## config.mk

```make
export PLATFORM = sky130hd
export DESIGN_NAME = instr_mem_param_flat
export DESIGN_NICKNAME = d
export VERILOG_FILES = /design/src/rtl/instr_mem_param_if.sv /design/src/rtl/instr_mem_param.sv /design/src/flat_wrapper.sv
export SDC_FILE = /design/constraint.sdc
export NUM_CORES = 1
export LEC_CHECK = 0
export BUFFER_PORTS_ARGS = -buffer_cell sky130_fd_sc_hd__buf_2
export CORE_AREA = 2 2 233 235
export CTS_BUF_LIST = sky130_fd_sc_hd__clkbuf_2
export CTS_CLUSTER_DIAMETER = 50
export DETAILED_ROUTE_END_ITERATION = 8
export DIE_AREA = 0 0 235 237
export HOLD_SLACK_MARGIN = 0.08
export SYNTH_ARGS = -nofsm -noshare
export SYNTH_HDL_FRONTEND = slang
export SYNTH_SLANG_ARGS = --single-unit
```

## constraint.sdc

```tcl
create_clock -name Clk -period 5.8 [get_ports Clk]
set_clock_uncertainty 0.2 [all_clocks]
set_input_delay 0.58 -clock Clk [delete_from_list [all_inputs] [get_ports Clk]]
set_output_delay 0.58 -clock Clk [all_outputs]
set_load 0.01 [all_outputs]
```

## src/rtl/instr_mem_param_if.sv

```systemverilog
// Boot-load and fetch bus of the parametrised instruction memory.
// The memory side uses modport slave; the PC/loader/decoder side uses modport master.
interface instr_mem_param_if #(
    parameter int OPC_W = 3,
    parameter int OPR_W = 5,
    parameter int PC_W  = 5
);
    logic                   Ld_we;
    logic [PC_W-1:0]        Ld_addr;
    logic [OPC_W+OPR_W-1:0] Ld_data;
    logic                   Ld_done;
    logic                   Fetch_req;
    logic                   Stall;
    logic [PC_W-1:0]        PC;
    logic [OPC_W-1:0]       Opcode;
    logic [OPR_W-1:0]       Address;
    logic                   Valid;
    logic                   Running;
    logic                   Fault;
    logic                   Par_err;

    modport master (
        output Ld_we, Ld_addr, Ld_data, Ld_done, Fetch_req, Stall, PC,
        input  Opcode, Address, Valid, Running, Fault, Par_err
    );

    modport slave (
        input  Ld_we, Ld_addr, Ld_data, Ld_done, Fetch_req, Stall, PC,
        output Opcode, Address, Valid, Running, Fault, Par_err
    );
endinterface

```

## src/rtl/instr_mem_param.sv

```systemverilog
// Loadable instruction RAM with a LOAD/RUN mode, a registered fetch port and sticky fault flags.
// Optional per-word even parity is enabled by defining INSTR_MEM_PARITY_EN.
module instr_mem_param #(
    parameter int OPC_W = 3,
    parameter int OPR_W = 5,
    parameter int PC_W  = 5,
    parameter int DEPTH = 32
) (
    input  logic              Clk,
    input  logic              Reset,
    instr_mem_param_if.slave  bus
);
    localparam int W = OPC_W + OPR_W;
`ifdef INSTR_MEM_PARITY_EN
    localparam int MW = W + 1;
`else
    localparam int MW = W;
`endif

    typedef enum logic {LOAD = 1'b0, RUN = 1'b1} state_t;

`ifdef INSTR_MEM_PARITY_EN
    function automatic logic even_par(input logic [W-1:0] d);
        return ^d;
    endfunction
`endif

    state_t               state_q, state_d;
    logic                 running_q, running_d;
    logic                 valid_q, valid_d;
    logic [OPC_W-1:0]     opc_q, opc_d;
    logic [OPR_W-1:0]     adr_q, adr_d;
    logic                 fault_q, fault_d;
    logic [DEPTH-1:0]     written_q, written_d;
    logic                 par_err_q, par_err_d;
    logic [MW-1:0]        mem_q [DEPTH];

    logic                 ld_in_range_s;
    logic                 pc_in_range_s;
    logic                 wr_en_s;
    logic                 rd_hit_s;
    logic [MW-1:0]        rd_word_s;

    // Range tests are widened by one bit so DEPTH == 2**PC_W does not wrap to zero.
    assign ld_in_range_s = ({1'b0, bus.Ld_addr} < (PC_W+1)'(DEPTH));
    assign pc_in_range_s = ({1'b0, bus.PC} < (PC_W+1)'(DEPTH));
    assign wr_en_s       = (state_q == LOAD) && bus.Ld_we && ld_in_range_s;

    // Read mux: unwritten or out-of-range words read back as zero.
    always_comb begin
        rd_hit_s  = 1'b0;
        rd_word_s = '0;
        if (pc_in_range_s) begin
            rd_hit_s = written_q[bus.PC];
        end else begin
            rd_hit_s = 1'b0;
        end
        if (rd_hit_s) begin
            rd_word_s = mem_q[bus.PC];
        end else begin
            rd_word_s = '0;
        end
    end

    // Next-state for mode, written bitmap, fetch outputs and sticky flags.
    always_comb begin
        state_d   = state_q;
        running_d = running_q;
        valid_d   = valid_q;
        opc_d     = opc_q;
        adr_d     = adr_q;
        fault_d   = fault_q;
        written_d = written_q;
        par_err_d = par_err_q;

        case (state_q)
            LOAD: begin
                if (bus.Ld_done) begin
                    state_d = RUN;
                end else begin
                    state_d = LOAD;
                end
            end
            RUN:     state_d = RUN;
            default: state_d = LOAD;
        endcase
        running_d = (state_d == RUN);

        if (wr_en_s) begin
            written_d[bus.Ld_addr] = 1'b1;
        end else begin
            written_d = written_q;
        end

        if (bus.Ld_we && ((state_q == RUN) || !ld_in_range_s)) begin
            fault_d = 1'b1;
        end else begin
            fault_d = fault_q;
        end

        // Stall freezes the outputs; otherwise a fetch request loads the word.
        if ((state_q == RUN) && !bus.Stall) begin
            if (bus.Fetch_req) begin
                valid_d        = 1'b1;
                {opc_d, adr_d} = rd_word_s[W-1:0];
                if (!pc_in_range_s) begin
                    fault_d = 1'b1;
                end else begin
                    fault_d = fault_d;
                end
`ifdef INSTR_MEM_PARITY_EN
                if (rd_hit_s && (rd_word_s[W] != even_par(rd_word_s[W-1:0]))) begin
                    par_err_d = 1'b1;
                end else begin
                    par_err_d = par_err_q;
                end
`endif
            end else begin
                valid_d = 1'b0;
            end
        end else begin
            valid_d = valid_q;
        end
    end

    // Control and output registers; RAM contents are deliberately outside reset.
    always_ff @(posedge Clk or posedge Reset) begin
        if (Reset) begin
            state_q   <= LOAD;
            running_q <= 1'b0;
            valid_q   <= 1'b0;
            opc_q     <= '0;
            adr_q     <= '0;
            fault_q   <= 1'b0;
            written_q <= '0;
            par_err_q <= 1'b0;
        end else begin
            state_q   <= state_d;
            running_q <= running_d;
            valid_q   <= valid_d;
            opc_q     <= opc_d;
            adr_q     <= adr_d;
            fault_q   <= fault_d;
            written_q <= written_d;
            par_err_q <= par_err_d;
        end
    end

    // Boot-load write port.
    always_ff @(posedge Clk) begin
        if (wr_en_s) begin
`ifdef INSTR_MEM_PARITY_EN
            mem_q[bus.Ld_addr] <= {even_par(bus.Ld_data), bus.Ld_data};
`else
            mem_q[bus.Ld_addr] <= bus.Ld_data;
`endif
        end
    end

    assign bus.Opcode  = opc_q;
    assign bus.Address = adr_q;
    assign bus.Valid   = valid_q;
    assign bus.Running = running_q;
    assign bus.Fault   = fault_q;
`ifdef INSTR_MEM_PARITY_EN
    assign bus.Par_err = par_err_q;
`else
    assign bus.Par_err = 1'b0;
`endif
endmodule

```

## src/flat_wrapper.sv

```systemverilog
// flat-port wrapper written by rule: the top's interface ports become plain ports
module instr_mem_param_flat 
#(
    parameter int OPC_W = 3,
    parameter int OPR_W = 5,
    parameter int PC_W  = 5,
    parameter int DEPTH = 32
)
  (Clk, Reset, bus_Ld_we, bus_Ld_addr, bus_Ld_data, bus_Ld_done, bus_Fetch_req, bus_Stall, bus_PC, bus_Opcode, bus_Address, bus_Valid, bus_Running, bus_Fault, bus_Par_err);
  instr_mem_param_if #(.OPC_W(OPC_W), .OPR_W(OPR_W), .PC_W(PC_W)) bus_i ();
  input  logic Clk;
  input  logic Reset;
  input wire logic [$bits(bus_i.Ld_we)-1:0] bus_Ld_we;
  input wire logic [$bits(bus_i.Ld_addr)-1:0] bus_Ld_addr;
  input wire logic [$bits(bus_i.Ld_data)-1:0] bus_Ld_data;
  input wire logic [$bits(bus_i.Ld_done)-1:0] bus_Ld_done;
  input wire logic [$bits(bus_i.Fetch_req)-1:0] bus_Fetch_req;
  input wire logic [$bits(bus_i.Stall)-1:0] bus_Stall;
  input wire logic [$bits(bus_i.PC)-1:0] bus_PC;
  output wire logic [$bits(bus_i.Opcode)-1:0] bus_Opcode;
  output wire logic [$bits(bus_i.Address)-1:0] bus_Address;
  output wire logic [$bits(bus_i.Valid)-1:0] bus_Valid;
  output wire logic [$bits(bus_i.Running)-1:0] bus_Running;
  output wire logic [$bits(bus_i.Fault)-1:0] bus_Fault;
  output wire logic [$bits(bus_i.Par_err)-1:0] bus_Par_err;
  assign bus_i.Ld_we = bus_Ld_we;
  assign bus_i.Ld_addr = bus_Ld_addr;
  assign bus_i.Ld_data = bus_Ld_data;
  assign bus_i.Ld_done = bus_Ld_done;
  assign bus_i.Fetch_req = bus_Fetch_req;
  assign bus_i.Stall = bus_Stall;
  assign bus_i.PC = bus_PC;
  assign bus_Opcode = bus_i.Opcode;
  assign bus_Address = bus_i.Address;
  assign bus_Valid = bus_i.Valid;
  assign bus_Running = bus_i.Running;
  assign bus_Fault = bus_i.Fault;
  assign bus_Par_err = bus_i.Par_err;
  instr_mem_param #(.OPC_W(OPC_W), .OPR_W(OPR_W), .PC_W(PC_W), .DEPTH(DEPTH)) u_core (.Clk(Clk), .Reset(Reset), .bus(bus_i));
endmodule
```

* Word level (Yosys, flattened, before mapping) *
Memories as Yosys holds them, arrays and structs flattened.
Index checks and enable logic that the tools add are counted.

storage, ports and cells
  register bits = 43
  RAM bits = 256
  input port bits = 24
  output and inout port bits = 12
  word-level logic and storage cells = 28
  memories = 1

cells by class
  magnitude comparators = 3
  multiplexer cells = 10
  bitwise logic cells = 2
  reduce and logical (&&, ||, !) cells = 6

memories
  memory        words  width  rd ports  clocked after Yosys merged registers in  wr ports  RTL line               text
  u_core.mem_q  32     8      1         0                                        1         instr_mem_param.sv:36  logic [MW-1:0] mem_q [DEPTH];

operators with widths
  cell                number
  $or 32x32->32       1
  $lt 5x6->1 const B  2
  $mux 8              1
  $mux 1              6
  $bmux 1 s5          1
  $demux 1 s5         1
  $ge 5x1->1 const B  1
  $logic_and 1x1->1   4
  $pmux 1 s2          1
  $reduce_and 2->1    1
  $logic_not 1->1     1
  $not 1->1           1

* Depth between registers and ports, before layout *
  depth in word-level cells = 5
  depth in mapped cells = 10
  gate-level depth less buffers = 5

* Worst setup path before layout *
Ideal clock, no wire load.

  kind = in2reg
  from = input bus_PC[1]
  to = register u_core.adr_q[0], in the netlist u_core.bus.Address[0]
  library setup time = 131 ps
  arrival time = 2122 ps
  required time = 5469 ps
  path slack = 3347 ps
  stages = 7
  buffers on the path = 2
  cells stage by stage = buf_6 > buf_6 > mux4_2 > mux2_2 > a22o_1 > a211oi_1 > o31ai_1

between the ends
  word-level cells in the longest chain between the ends = 3
  elaborated cells on any way between the ends = 4
  those cells by class = mux (3); memory (1)

ends and longest elaborated chain
  what                          RTL line                text
  start, declared               flat_wrapper.sv:19      input wire logic [$bits(bus_i.PC)-1:0] bus_PC;
  $bmux 1 s5                    instr_mem_param.sv:54   rd_hit_s = written_q[bus.PC];
  $mux 1 (not written as such)  instr_mem_param.sv:54
  $mux 8 (*)                    instr_mem_param.sv:58   if (rd_hit_s) begin
  end signal, assigned          instr_mem_param.sv:142  adr_q <= adr_d;
  end, declared                 instr_mem_param.sv:32   logic [OPR_W-1:0] adr_q, adr_d;

Mark *: on every way between the ends. The rest lies on a longest branch, timed or not. The select of a mux whose other input is x is not followed.
A chain may end at the register's enable or synchronous reset.

* Worst setup path after layout *
  from = register u_core.state_q
  to = memory u_core.mem_q[16][4] in the netlist's numbering (enable)

between the ends
  word-level cells in the longest chain between the ends = 4

ends and longest elaborated chain
  what                          RTL line                text
  start, declared               instr_mem_param.sv:28   state_t state_q, state_d;
  start signal, assigned        instr_mem_param.sv:138  state_q <= state_d;
  $not 1->1                     n/a
  $logic_and 1x1->1             instr_mem_param.sv:47   assign wr_en_s = (state_q == LOAD) && bus.Ld_we && ld_in_range_s;
  $mux 1                        instr_mem_param.sv:151  if (wr_en_s) begin
  $mux 1 (not written as such)  instr_mem_param.sv:155  mem_q[bus.Ld_addr] <= bus.Ld_data;
  end, declared                 instr_mem_param.sv:36

Every way passes these cells.

==> results.sh <==
export IMPL_finalNonFillerCells=1551
export IMPL_rsz0062_at_grt="no"
export IMPL_ys_flop_type="edfxtp_1"
export IMPL_fin_crit_sh_pct=48.3
export IMPL_die_height_um=237
export IMPL_synth_edff_count=256
export IMPL_clk_pin_slew_worst_paths_ns=0.12
export IMPL_post_place_cells=1395
export IMPL_status="finished, final reports clean"
export IMPL_antenna_found_initial=2
export IMPL_cp_cell_sequence="nand2b_1, or3_1, nor2_1"
export IMPL_max_vdd_ir_drop_v=0.000130
export IMPL_root_buffer="clkbuf_2"
export IMPL_die_area_um2=55700
export IMPL_syn_to_final_growth_pct=13.9
export IMPL_grt_use_met2_pct=16.9
export IMPL_fillers=5328
export IMPL_avgSynthCellArea_um2=18.3
export IMPL_min_path_type="in -> reg"
export IMPL_cts_hold_buf=14
export IMPL_seqPwrFrac_pct=57.7
export IMPL_num_vias=7051
export IMPL_ys_top_cells_by_count="edfxtp_1, mux4_2, mux2i_1, dfrtp_1, nor2_1"
export IMPL_wl_per_cell_um=19.8
export IMPL_routabilityCongestion=0.762
export IMPL_first_pass_iters=5
export IMPL_grt_pass1_wl_um=45800
export IMPL_p_sw_share_pct=25.3
export IMPL_grt_util_all_layers_pct=10.9
export IMPL_first_iter_violations=566
export IMPL_cts_resized=0
export IMPL_busiest_layer="met2"
export IMPL_drc=0
export IMPL_clock_power_share_pct=35.8
export IMPL_ys_ff_latch=299
export IMPL_antenna_left=0
export IMPL_setup_viol=0
export IMPL_post_cts_buffers=0
export IMPL_dp_hpwl_um=18900
export IMPL_arrival_ns=3.07
export IMPL_synth_area_um2=12600
export IMPL_register_area_um2=8760
export IMPL_crit_path_top_delay_cell="nor2_1"
export IMPL_tightest_slew_ns=1.25
export IMPL_floorplan_die_width_um=235
export IMPL_crit_type="reg -> reg"
export IMPL_critPathMaxStageDelay_ns=1.02
export IMPL_cp_max_fo=9
export IMPL_coreArea_um2=53300
export IMPL_leakagePower_nw=5.02
export IMPL_synth_fp_nets=716
export IMPL_htree_levels=3
export IMPL_yosysMostFrequentCell="edfxtp_1"
export IMPL_hold_ws_ns=0.192
export IMPL_numCtsBuffers=77
export IMPL_synth_area_leaders="edfxtp_1, mux4_2, dfrtp_1, mux2i_1, mux2_2"
export IMPL_maxSlewViolCount=0
export IMPL_portBuffers=34
export IMPL_initial_utilization_pct=23.7
export IMPL_maxCapViolations=0
export IMPL_clock_path_buffers=3
export IMPL_rows=85
export IMPL_period_needed_ns=2.80
export IMPL_clock_latency_ns=0.90
export IMPL_power_total_mw=4.07
export IMPL_nNetsFinal=816
export IMPL_p_per_area_nw_per_um2=283
export IMPL_cts_tree="done"
export IMPL_met3_usage_pct=2.23
export IMPL_finalSetupTns_ns=0
export IMPL_cp_start_kind="flop"
export IMPL_p_switching_mw=1.03
export IMPL_grt_pass1_vias=7375
export IMPL_p_int_mw=3.04
export IMPL_combPwrFrac_pct=6.4
export IMPL_worst_setup_path_end_kind="flop"
export IMPL_synth_distinct_cells=37
export IMPL_cp_required_ns=6.06
export IMPL_slew_headroom_pct=16.5
export IMPL_async_reset_ff_share_pct=14.4
export IMPL_multi_input_area_um2=3600
export IMPL_grt_max_degree=65
export IMPL_yosys_area_top_type="edfxtp_1"
export IMPL_clkSinkCount=299
export IMPL_grt_overflow=0
export IMPL_hold_viol=0
export IMPL_finalWirelength_um=30700
export IMPL_grt_use_met1_pct=15.1
export IMPL_viasPerCell=4.55
export IMPL_ys_seq_area_share_pct=69.3
export IMPL_drive_gt1_share_pct=34.0
export IMPL_synth_cells=692
export IMPL_ios=36
export IMPL_yosysWarnings=0
export IMPL_synth_top_area_share_pct=60.8
export IMPL_max_freq_mhz=357
## final timing paths
kind / startpoint / endpoint / cells past startpoint / slack [ns]
max reg2reg: u_core.state_q / u_core.mem_q[16][4] / 3 / 3.00
max: u_core.state_q / u_core.mem_q[16][4] / 3 / 3.00
min in group asynchronous: Reset / u_core.state_q / 3 / 0.24
max in group asynchronous: Reset / u_core.written_q[4] / 3 / 4.42
min: bus_PC[4] / u_core.bus.Address[4] / 3 / 0.19
min reg2reg: u_core.written_q[3] / u_core.written_q[3] / 1 / 0.27
## critical path, delay by kind of cell, from the launching register on
family	cells	cell delay, ns
simple gates	3	1.70
flops	1	0.46
## kinds of logic (layout without fill, tap and decap cells)
kind of cell	after synthesis	count (layout)	synth area share, %
other	1	4	0.0297
and+or+nand+nor	119	119	4.87
AOI/OAI and AO/OA	82	82	4.58
DFF	299	299	69.3
buffers and inverters	43	203	2.27
muxes	148	148	19.0
## final cells by class
| type | instances | area share, % |
|---|---|---|
| repair buffers | 61 | 2.89 |
| clock inverters | 33 | 1.41 |
| diodes | 3 | 0.0521 |
| well taps | 696 | 6.05 |
| clock buffers | 106 | 3.68 |
| multi-input cells | 350 | 25.0 |
| flip-flops and latches | 299 | 60.9 |
| inverters | 3 | 0.0782 |
## placed cells by master, fill, tap and decap left out, types with 2 or more instances in the layout
cell	instances
a211oi_1	7
a21oi_1	14
a221oi_1	14
a22o_1	7
buf_2	32
buf_4	14
bufinv_16	2
clkbuf_2	106
clkinv_1	23
clkinv_2	4
clkinv_4	2
clkinvlp_4	3
dfrtp_1	43
diode_2	3
dlygate4sd3_1	14
edfxtp_1	256
mux2_2	28
mux2i_1	52
mux4_1	8
mux4_2	60
nand2_1	12
nand2b_1	2
nand3_1	2
nand3b_1	5
nor2_1	36
nor2b_1	2
nor3_1	14
o211ai_1	14
o21ai_0	15
o31ai_1	7
or2_2	34
or3_1	9
or3b_2	2
## per-layer routing
layer	share of wire [%]	routed length, um	vias to the layer above
met5	0	0	-
met4	2.5	761	0
met3	6.1	1870	71
met2	46	14100	285
met1	45	14000	3629
li1	-	-	3066
## stage by stage
stage	utilization, %	cell area (um^2)	worst slack [ns]
global placement	25.4	13500	2.39
CTS	27.0	14400	2.99
detailed placement	25.4	13500	2.35
finish	27.0	14400	3.00
global route	27.0	14400	2.91
floorplan	-	12600	3.35
## flip-flops by register name, indices dropped and copies added, names as in the netlist
signal              cells
u_core.bus.Opcode       3
u_core.bus.Valid        1
u_core.written_q       32
u_core.bus.Fault        1
u_core.state_q          1
u_core.bus.Address      5
u_core.mem_q          256
## power groups by stage
stage	Clock (mW)	Sequential, mW	Combinational [mW]
2_1_floorplan	0	2.40	0.163
3_3_place_gp	0	2.40	0.252
3_5_place_dp	0	2.40	0.256
4_1_cts	1.51	2.35	0.264
5_1_grt	1.63	2.35	0.281
6_report	1.46	2.35	0.261
(Power assumes the default switching activity.)
